### config.mk
export PLATFORM = sky130hd
export DESIGN_NAME = seq_divider
export DESIGN_NICKNAME = d
export VERILOG_FILES = /design/src/rtl/seq_divider.sv
export SDC_FILE = /design/constraint.sdc
export NUM_CORES = 1
export LEC_CHECK = 0
export CORE_UTILIZATION = 61
export CTS_BUF_LIST = sky130_fd_sc_hd__clkbuf_8
export CTS_CLUSTER_DIAMETER = 200
export DETAILED_ROUTE_END_ITERATION = 16
export PLACE_DENSITY = 0.91
export SYNTH_ARGS = -nofsm -noshare
export SYNTH_HDL_FRONTEND = slang
export SYNTH_SLANG_ARGS = --single-unit
### constraint.sdc
create_clock -name clk -period 6.8 [get_ports clk]
set_input_delay 0.68 -clock clk [delete_from_list [all_inputs] [get_ports clk]]
set_output_delay 0.68 -clock clk [all_outputs]
set_load 0.01 [all_outputs]
### src/rtl/seq_divider.sv
// seq_divider: restoring radix-2 unsigned divider, one quotient bit per clock.
// Optional DIV_ROUND_EN adds a ROUND cycle that rounds the quotient half-up.
module seq_divider #(
  parameter int WIDTH = 16
) (
  input  logic             clk,
  input  logic             rst,
  input  logic             start,
  input  logic [WIDTH-1:0] dividend,
  input  logic [WIDTH-1:0] divisor,
  output logic [WIDTH-1:0] dividerres,
  output logic [WIDTH-1:0] remainder,
  output logic             Busy,
  output logic             Ready,
  output logic             div_zero
);
  localparam int CW = $clog2(WIDTH + 1);
  typedef enum logic [1:0] {IDLE, RUN, ROUND} state_t;
  state_t state_q, state_d;
  logic [WIDTH:0] rem_q, rem_d, rem_n;
  logic [WIDTH-1:0] quo_q, quo_d, quo_n, dvs_q, dvs_d, res_q, res_d, remo_q, remo_d;
  logic [CW-1:0] cnt_q, cnt_d;
  logic rdy_q, rdy_d, dz_q, dz_d, ge, last;
  logic [WIDTH+1:0] rem_sh, diff;
`ifdef DIV_ROUND_EN
  logic rnd;
  logic [WIDTH-1:0] quo_inc;
`endif
  always_comb begin
    // quo_q holds the unconsumed dividend bits on top and the quotient bits below
    rem_sh = {rem_q, quo_q[WIDTH-1]};
    diff = rem_sh - {2'b0, dvs_q};
    ge = ~diff[WIDTH+1];
    rem_n = ge ? diff[WIDTH:0] : rem_sh[WIDTH:0];
    quo_n = {quo_q[WIDTH-2:0], ge};
    last = cnt_q == CW'(WIDTH - 1);
`ifdef DIV_ROUND_EN
    rnd = {rem_q, 1'b0} >= {2'b0, dvs_q};
    quo_inc = &quo_q ? quo_q : quo_q + 1'b1;
`endif
    state_d = state_q;
    rem_d = rem_q;
    quo_d = quo_q;
    dvs_d = dvs_q;
    cnt_d = cnt_q;
    res_d = res_q;
    remo_d = remo_q;
    rdy_d = rdy_q;
    dz_d = dz_q;
    case (state_q)
      IDLE: if (start) begin
        state_d = RUN;
        quo_d = dividend;
        dvs_d = divisor;
        rem_d = '0;
        cnt_d = '0;
        rdy_d = 1'b0;
        dz_d = 1'b0;
      end
      RUN: if (dvs_q == '0) begin
        state_d = IDLE;
        res_d = '1;
        remo_d = quo_q;
        dz_d = 1'b1;
        rdy_d = 1'b1;
      end else begin
        rem_d = rem_n;
        quo_d = quo_n;
        cnt_d = cnt_q + 1'b1;
        if (last) begin
`ifdef DIV_ROUND_EN
          state_d = ROUND;
`else
          state_d = IDLE;
          res_d = quo_n;
          remo_d = rem_n[WIDTH-1:0];
          rdy_d = 1'b1;
`endif
        end
      end
`ifdef DIV_ROUND_EN
      ROUND: begin
        state_d = IDLE;
        res_d = rnd ? quo_inc : quo_q;
        remo_d = rem_q[WIDTH-1:0];
        rdy_d = 1'b1;
      end
`endif
      default: state_d = IDLE;
    endcase
  end
  always_ff @(posedge clk or negedge rst) begin
    if (!rst) begin
      state_q <= IDLE;
      rem_q <= '0;
      quo_q <= '0;
      dvs_q <= '0;
      cnt_q <= '0;
      res_q <= '0;
      remo_q <= '0;
      rdy_q <= 1'b0;
      dz_q <= 1'b0;
    end else begin
      state_q <= state_d;
      rem_q <= rem_d;
      quo_q <= quo_d;
      dvs_q <= dvs_d;
      cnt_q <= cnt_d;
      res_q <= res_d;
      remo_q <= remo_d;
      rdy_q <= rdy_d;
      dz_q <= dz_d;
    end
  end
  assign dividerres = res_q;
  assign remainder = remo_q;
  assign Busy = state_q != IDLE;
  assign Ready = rdy_q;
  assign div_zero = dz_q;
endmodule

==> metrics.md, run 1 <==
| Metric | Value |
|---|---|
| Status | `finished clean` |
| Critical R2R Capture | `remainder[15]` |
| Post-CTS Setup Repair Bufs | `0` |
| Mean number of vias per cell | `6.226` |
| Chip width | `90.82 um` |
| Crit Path Max Fanout | `31` |
| Later-pin clock latency in the skew report | `0.36 ns` |
| Wirelength, routed | `11,560 um` |
| Most frequent cells in the layout | `dfrtp_1, clkdlybuf4s50_1, o21ai_0` |
| Crit start category | `flop` |
| # diodes | `0` |
| Total GRT Usage | `29.76%` |
| EDFF count, synth | `0` |
| Num CTS Buffers | `9` |
| Post-synth top area share | `46.28%` |
| Fmax | `241.0 MHz` |
| Mapped Cells | `488` |
| Power Dens Cells | `622.7 mW/mm^2` |
| Io pins | `70` |
| Via count | `4,022` |
| H-Tree Level Count | `3` |
| Final RePlAce weighted congestion | `0.8770` |
| Yosys cell types | `50` |
| Setup TNS | `0 ns` |
| Clock transition at path regs | `0.09 ns` |
| # hold bufs at CTS | `0` |
| Crit Path Category | `reg2reg` |
| Async SR Flop Fraction | `100.0%` |
| First-pass GRT wire length | `19,400 um` |
| Worst-Margin Slew | `1.276 ns` |
| Worst Setup End Kind | `flop` |
| Initial drt markers | `292` |
| Mapped Nets | `542` |
| Min cycle time layout | `4.149 ns` |
| Ys Warns | `0` |
| Worst Hold Margin | `0.5109 ns` |
| Register area share after synthesis | `46.28%` |
| Post-route worst setup slack | `2.651 ns` |
| Cts repair resizes | `0` |
| Die area | `0.008248 sq mm` |
| Fin. max-slew vios | `0` |
| CTS Sinks | `89` |
| Finished Layout Cells | `646` |
| Area grow syn2layout | `19.16%` |
| # DRC | `0` |
| Root buffer cell | `clkbuf_8` |
| Unrepaired setup endpoints after global routing | `false` |
| Final Hold Vio Count | `0` |
| Worst hold path class | `in2async` |
| Final net count | `593` |
| WL/cell | `17.89 um` |
| HPWL Detailed | `8018 um` |
| Critical R2R Launch | `dvs_q[1]` |
| CTS tree | `yes` |
| Num rows | `32` |
| Share of cells above drive strength 1 | `8.272%` |
| Final worst path period share | `61.01%` |
| Pin count of the biggest net entering global routing | `90` |
| Leading area contributor after synthesis | `dfrtp_1` |
| Pleak | `2.537 nW` |
| Critical Path AT | `4.42 ns` |
| Clock Skews | `0.01125 ns` |
| Core area | `0.007687 sq mm` |
| Number of global-route vias before repair | `3,964` |
| Peak supply drop | `0.4326 mV` |
| Mean post-synth cell area | `9.861 sq um` |
| Grt total ovfl | `0` |
| # setup viols final | `0` |
| Placement Setup Slack | `2.791 ns` |
| Die height | `90.82 um` |
| Synth Cell Area | `0.004812 sq mm` |
| Worst slew margin | `14.39%` |
| Commonest non-fill, non-tap cell in the layout | `dfrtp_1` |
| ANT nets after route | `0` |
| Initial antenna violation count | `0` |
| Overall Power | `3.570 mW` |
| FF-to-FF path depth | `6` |
| Number of max-cap violations | `0` |
| Initial Util | `62.60%` |
| Required @ worst endpoint | `7.07 ns` |
| Number of synthesized register bits | `89` |
| Synth area leaders | `dfrtp_1, mux2i_1, ha_1` |
| R2R setup slack | `2.65 ns` |
| Port bufs | `69` |
| Placed Instances | `630` |
| Clock Path Buffers | `2` |
| Ys flop type | `dfrtp_1` |
| Pre-antenna DRT Iters | `5` |
==> synth_stat cells, types with 3 or more instances <==
library cell	n
nor3_1	4
a31oi_1	3
inv_1	24
o22a_1	16
ha_1	18
o21a_1	5
or3_1	3
and3_1	5
nor2_1	20
and4_1	4
xor2_1	5
nand4_1	4
nor4_1	4
o21ai_0	43
mux2i_1	32
nand2_1	41
xnor2_1	8
o22ai_1	10
buf_6	3
clkbuf_1	26
a21oi_1	32
nand3_1	28
dfrtp_1	89
buf_1	4
o21ai_1	11
mux2_2	17
==> cells by family after synthesis <==
family / count (synthesis) / synth area share, %
AO/OA/AOI/OAI: 141 / 18.62
XOR/XNOR: 13 / 2.366
buffers and inverters: 57 / 4.914
adder cells (fa/ha/maj): 19 / 5.096
multiplexers: 50 / 10.95
AND/OR/NAND/NOR: 119 / 11.78
flip-flops: 89 / 46.28
==> worst max path at each step <==
stage,start,to,slack (ns)
after floorplan,rem_q[13],remainder[11],4.23
after global placement,dvs_q[1],remainder[15],2.92
after detailed placement,dvs_q[1],remainder[15],2.79
after CTS,dvs_q[1],remainder[15],2.69
after global routing,dvs_q[1],remainder[15],2.36
final,dvs_q[1],remainder[15],2.65
==> layout make-up <==
class / instances / area, sq um
Multi-Input combinational cell: 342 / 2352
Sequential cell: 89 / 2227
Fill cell: 544 / 1953
Timing Repair Buffer: 73 / 718.2
Tap cell: 102 / 127.6
Clock buffer: 9 / 123.9
Clock inverter: 7 / 95.09
Inverter: 24 / 90.09
==> per-layer routing <==
layer	vias up	track usage [%]	routed length, um
met2	135	51.07	5974
met3	27	5.471	531
li1	1878	-	-
met5	-	0	0
met1	1982	38.12	4777
met4	0	9.788	276
==> power breakdown <==
| part | leakage (nW) | switching, mW | internal, mW |
|---|---|---|---|
| Clock | 0.114 | 0.196 | 0.208 |
| Combinational | 1.38 | 1.13 | 0.977 |
| Sequential | 1.05 | 0.246 | 0.818 |
==> worst max-delay path: stages, from the launching register on <==
cell      delay, ns
dfrtp_1        0.40
nor4_1         0.43
and4_1         0.73
o21a_1         0.87
nand2_1        0.90
or3b_1         0.64
o211ai_2       0.08
==> stage by stage <==
stage,area (sq um),utilization (%)
2_1_floorplan,4812,-
3_3_place_gp,5515,71.74
3_5_place_dp,5515,71.74
4_1_cts,5734,74.59
5_1_grt,5734,74.59
6_report,5734,74.59
==> flip-flops by register name, summed over array words and instances (netlist names) <==
register,cells
quo_q,16
remainder,16
Ready,1
dvs_q,16
div_zero,1
state_q,1
dividerres,16
cnt_q,5
rem_q,17
(Power assumes the default switching activity.)
==> run 2: changes to the inputs <==
- CORE_UTILIZATION: 61 -> 57
- PLACE_DENSITY: 0.91 -> 0.86
- clock period: 6.8 -> 4.3 ns (I/O delays scaled with it)
==> run 2 against run 1 <==
Against the previous run:
- maximum frequency is 35% higher
- worst setup slack worse by 1.4 ns
- sequential share of layout area is essentially flat
- register-to-register slack lost 1.4 ns
- critical path type unchanged
- largest power group unchanged
==> metrics.md, run 2 (same netlist as run 1, synthesis figures left out) <==
| Metric | Value |
|---|---|
| Crit Path Max Fanout | `19` |
| Worst hold path class | `in2async` |
| Unrepaired setup endpoints after global routing | `false` |
| Core area | `0.008175 sq mm` |
| Pleak | `2.527 nW` |
| # DRC | `0` |
| Clock Skews | `0.01924 ns` |
| ANT nets after route | `0` |
| # diodes | `0` |
| Min cycle time layout | `3.085 ns` |
| Total GRT Usage | `27.10%` |
| Slowest stage delay, CP | `0.57 ns` |
| Biggest register | `rem_q` |
| DR WL met2 | `5782 um` |
| Max reg flops | `17` |
| Status | `finished clean` |
| Number of global-route vias before repair | `3,784` |
| Most frequent cells in the layout | `dfrtp_1, clkdlybuf4s50_1, o21ai_0` |
| Overall Power | `5.535 mW` |
| Worst-Margin Slew | `1.141 ns` |
| Required @ worst endpoint | `4.50 ns` |
| Worst slew margin | `23.76%` |
| Final Hold Vio Count | `0` |
| Later-pin clock latency in the skew report | `0.37 ns` |
| Post-Route M1 WL | `4721 um` |
| Root buffer cell | `clkbuf_8` |
| First-pass GRT wire length | `18,350 um` |
| Critical R2R Launch | `rem_q[13]` |
| Max Used Layer | `met4` |
| Crit start category | `flop` |
| Crit path top cell by count | `mux2i_1` |
| Share of cells above drive strength 1 | `8.974%` |
| Io pins | `70` |
| Worst Hold Margin | `0.04549 ns` |
| CTS tree | `yes` |
| Area grow syn2layout | `19.14%` |
| Crit-path cells | `ha_1 > a21o_1 > a211oi_4 > mux2i_1 > a31oi_2 > a21bo_2 > mux2i_1 > o21ai_0` |
| Pre-antenna DRT Iters | `5` |
| Filler cells | `615` |
| Fin. max-slew vios | `0` |
| Initial Util | `58.86%` |
| Grt total ovfl | `0` |
| Die area | `0.008813 sq mm` |
| Routed length on met3 | `541 um` |
| # hold bufs at CTS | `0` |
| Number of max-cap violations | `0` |
| FF-to-FF path depth | `8` |
| Num CTS Buffers | `9` |
| Port bufs | `69` |
| Pin count of the biggest net entering global routing | `46` |
| Die height | `93.88 um` |
| Final worst path period share | `71.73%` |
| Slowest cell on crit path | `a21bo_2` |
| Post-CTS Setup Repair Bufs | `0` |
| Clock Path Buffers | `2` |
| CTS Sinks | `89` |
| Mean number of vias per cell | `6.126` |
| Clock transition at path regs | `0.11 ns` |
| R2R setup slack | `1.22 ns` |
| Wirelength, routed | `11,280 um` |
| HPWL Detailed | `8028 um` |
| Initial drt markers | `248` |
| Peak supply drop | `0.7026 mV` |
| Final net count | `595` |
| Fmax | `324.2 MHz` |
| Initial antenna violation count | `0` |
| # setup viols final | `0` |
| Commonest non-fill, non-tap cell in the layout | `dfrtp_1` |
| Critical R2R Capture | `rem_q[4]` |
| Via count | `3,988` |
| Chip width | `93.88 um` |
| WL/cell | `17.33 um` |
| Final RePlAce weighted congestion | `0.8591` |
| Crit Path Category | `reg2reg` |
| Critical Path AT | `3.29 ns` |
| H-Tree Level Count | `3` |
| Setup TNS | `0 ns` |
| Cts repair resizes | `0` |
| Power Dens Cells | `965.5 mW/mm^2` |
| Worst Setup End Kind | `flop` |
| Num rows | `33` |
run 2: cell types whose count changed in the layout (fill, tap and decap cells not counted), sizes merged:
| cell | change |
|---|---|
| clkinvlp | +1 |
| bufinv | -2 |
| buf | +2 |
| clkinv | +1 |
run 2: report_power, final:
| part | leakage (nW) | total, mW | internal (mW) | switching [mW] |
|---|---|---|---|---|
| logic | 1.39 | 3.32 | 1.54 | 1.77 |
| registers | 1.05 | 1.66 | 1.29 | 0.363 |
| clock network | 0.0923 | 0.562 | 0.221 | 0.341 |
| total | 2.53 | 5.54 | 3.06 | 2.48 |
run 2: per-layer routing:
metal,global-route usage [%],vias to the layer above
met1,34.70,1962
met2,45.99,124
met3,4.369,22
li1,-,1880
met5,0,-
met4,10.38,0
run 2: worst max-delay path: cells and delay by family, from the launching register on:
kind            cells  cell delay (ns)
compound gates      5             1.43
fa+ha+maj           1             0.42
mux                 2             0.64
flops               1             0.43
run 2: cell type report:
cell class                      instances  area, sq um  area share [%]
Clock buffer                            9        123.9           2.161
Clock inverter                          7        63.81           1.113
Inverter                               24        90.09           1.571
Multi-Input combinational cell        342         2356           41.10
Sequential cell                        89         2227           38.85
Tap cell                              105        131.4           2.292
Timing Repair Buffer                   75        740.7           12.92
run 2: worst max-delay path by stage:
stage	endpoint	slack, ns	start	cells after the start
floorplan	remainder[11]	1.73	rem_q[13]	11
global placement	rem_q[4]	1.35	rem_q[13]	8
detailed placement	rem_q[4]	1.24	rem_q[13]	8
CTS	rem_q[4]	1.20	rem_q[13]	8
global route	rem_q[2]	1.06	rem_q[13]	8
finish	rem_q[4]	1.22	rem_q[13]	8
run 2: metrics by stage:
stage | std cells | area (sq um) | utilization, % | setup WS, ns
finish | 651 | 5733 | 70.13 | 1.215
global route | 651 | 5733 | 70.13 | 1.061
CTS | 650 | 5714 | 69.90 | 1.204
detailed placement | 634 | 5527 | 67.60 | 1.238
global placement | 634 | 5527 | 67.60 | 1.346
floorplan | 488 | 4812 | - | 1.725
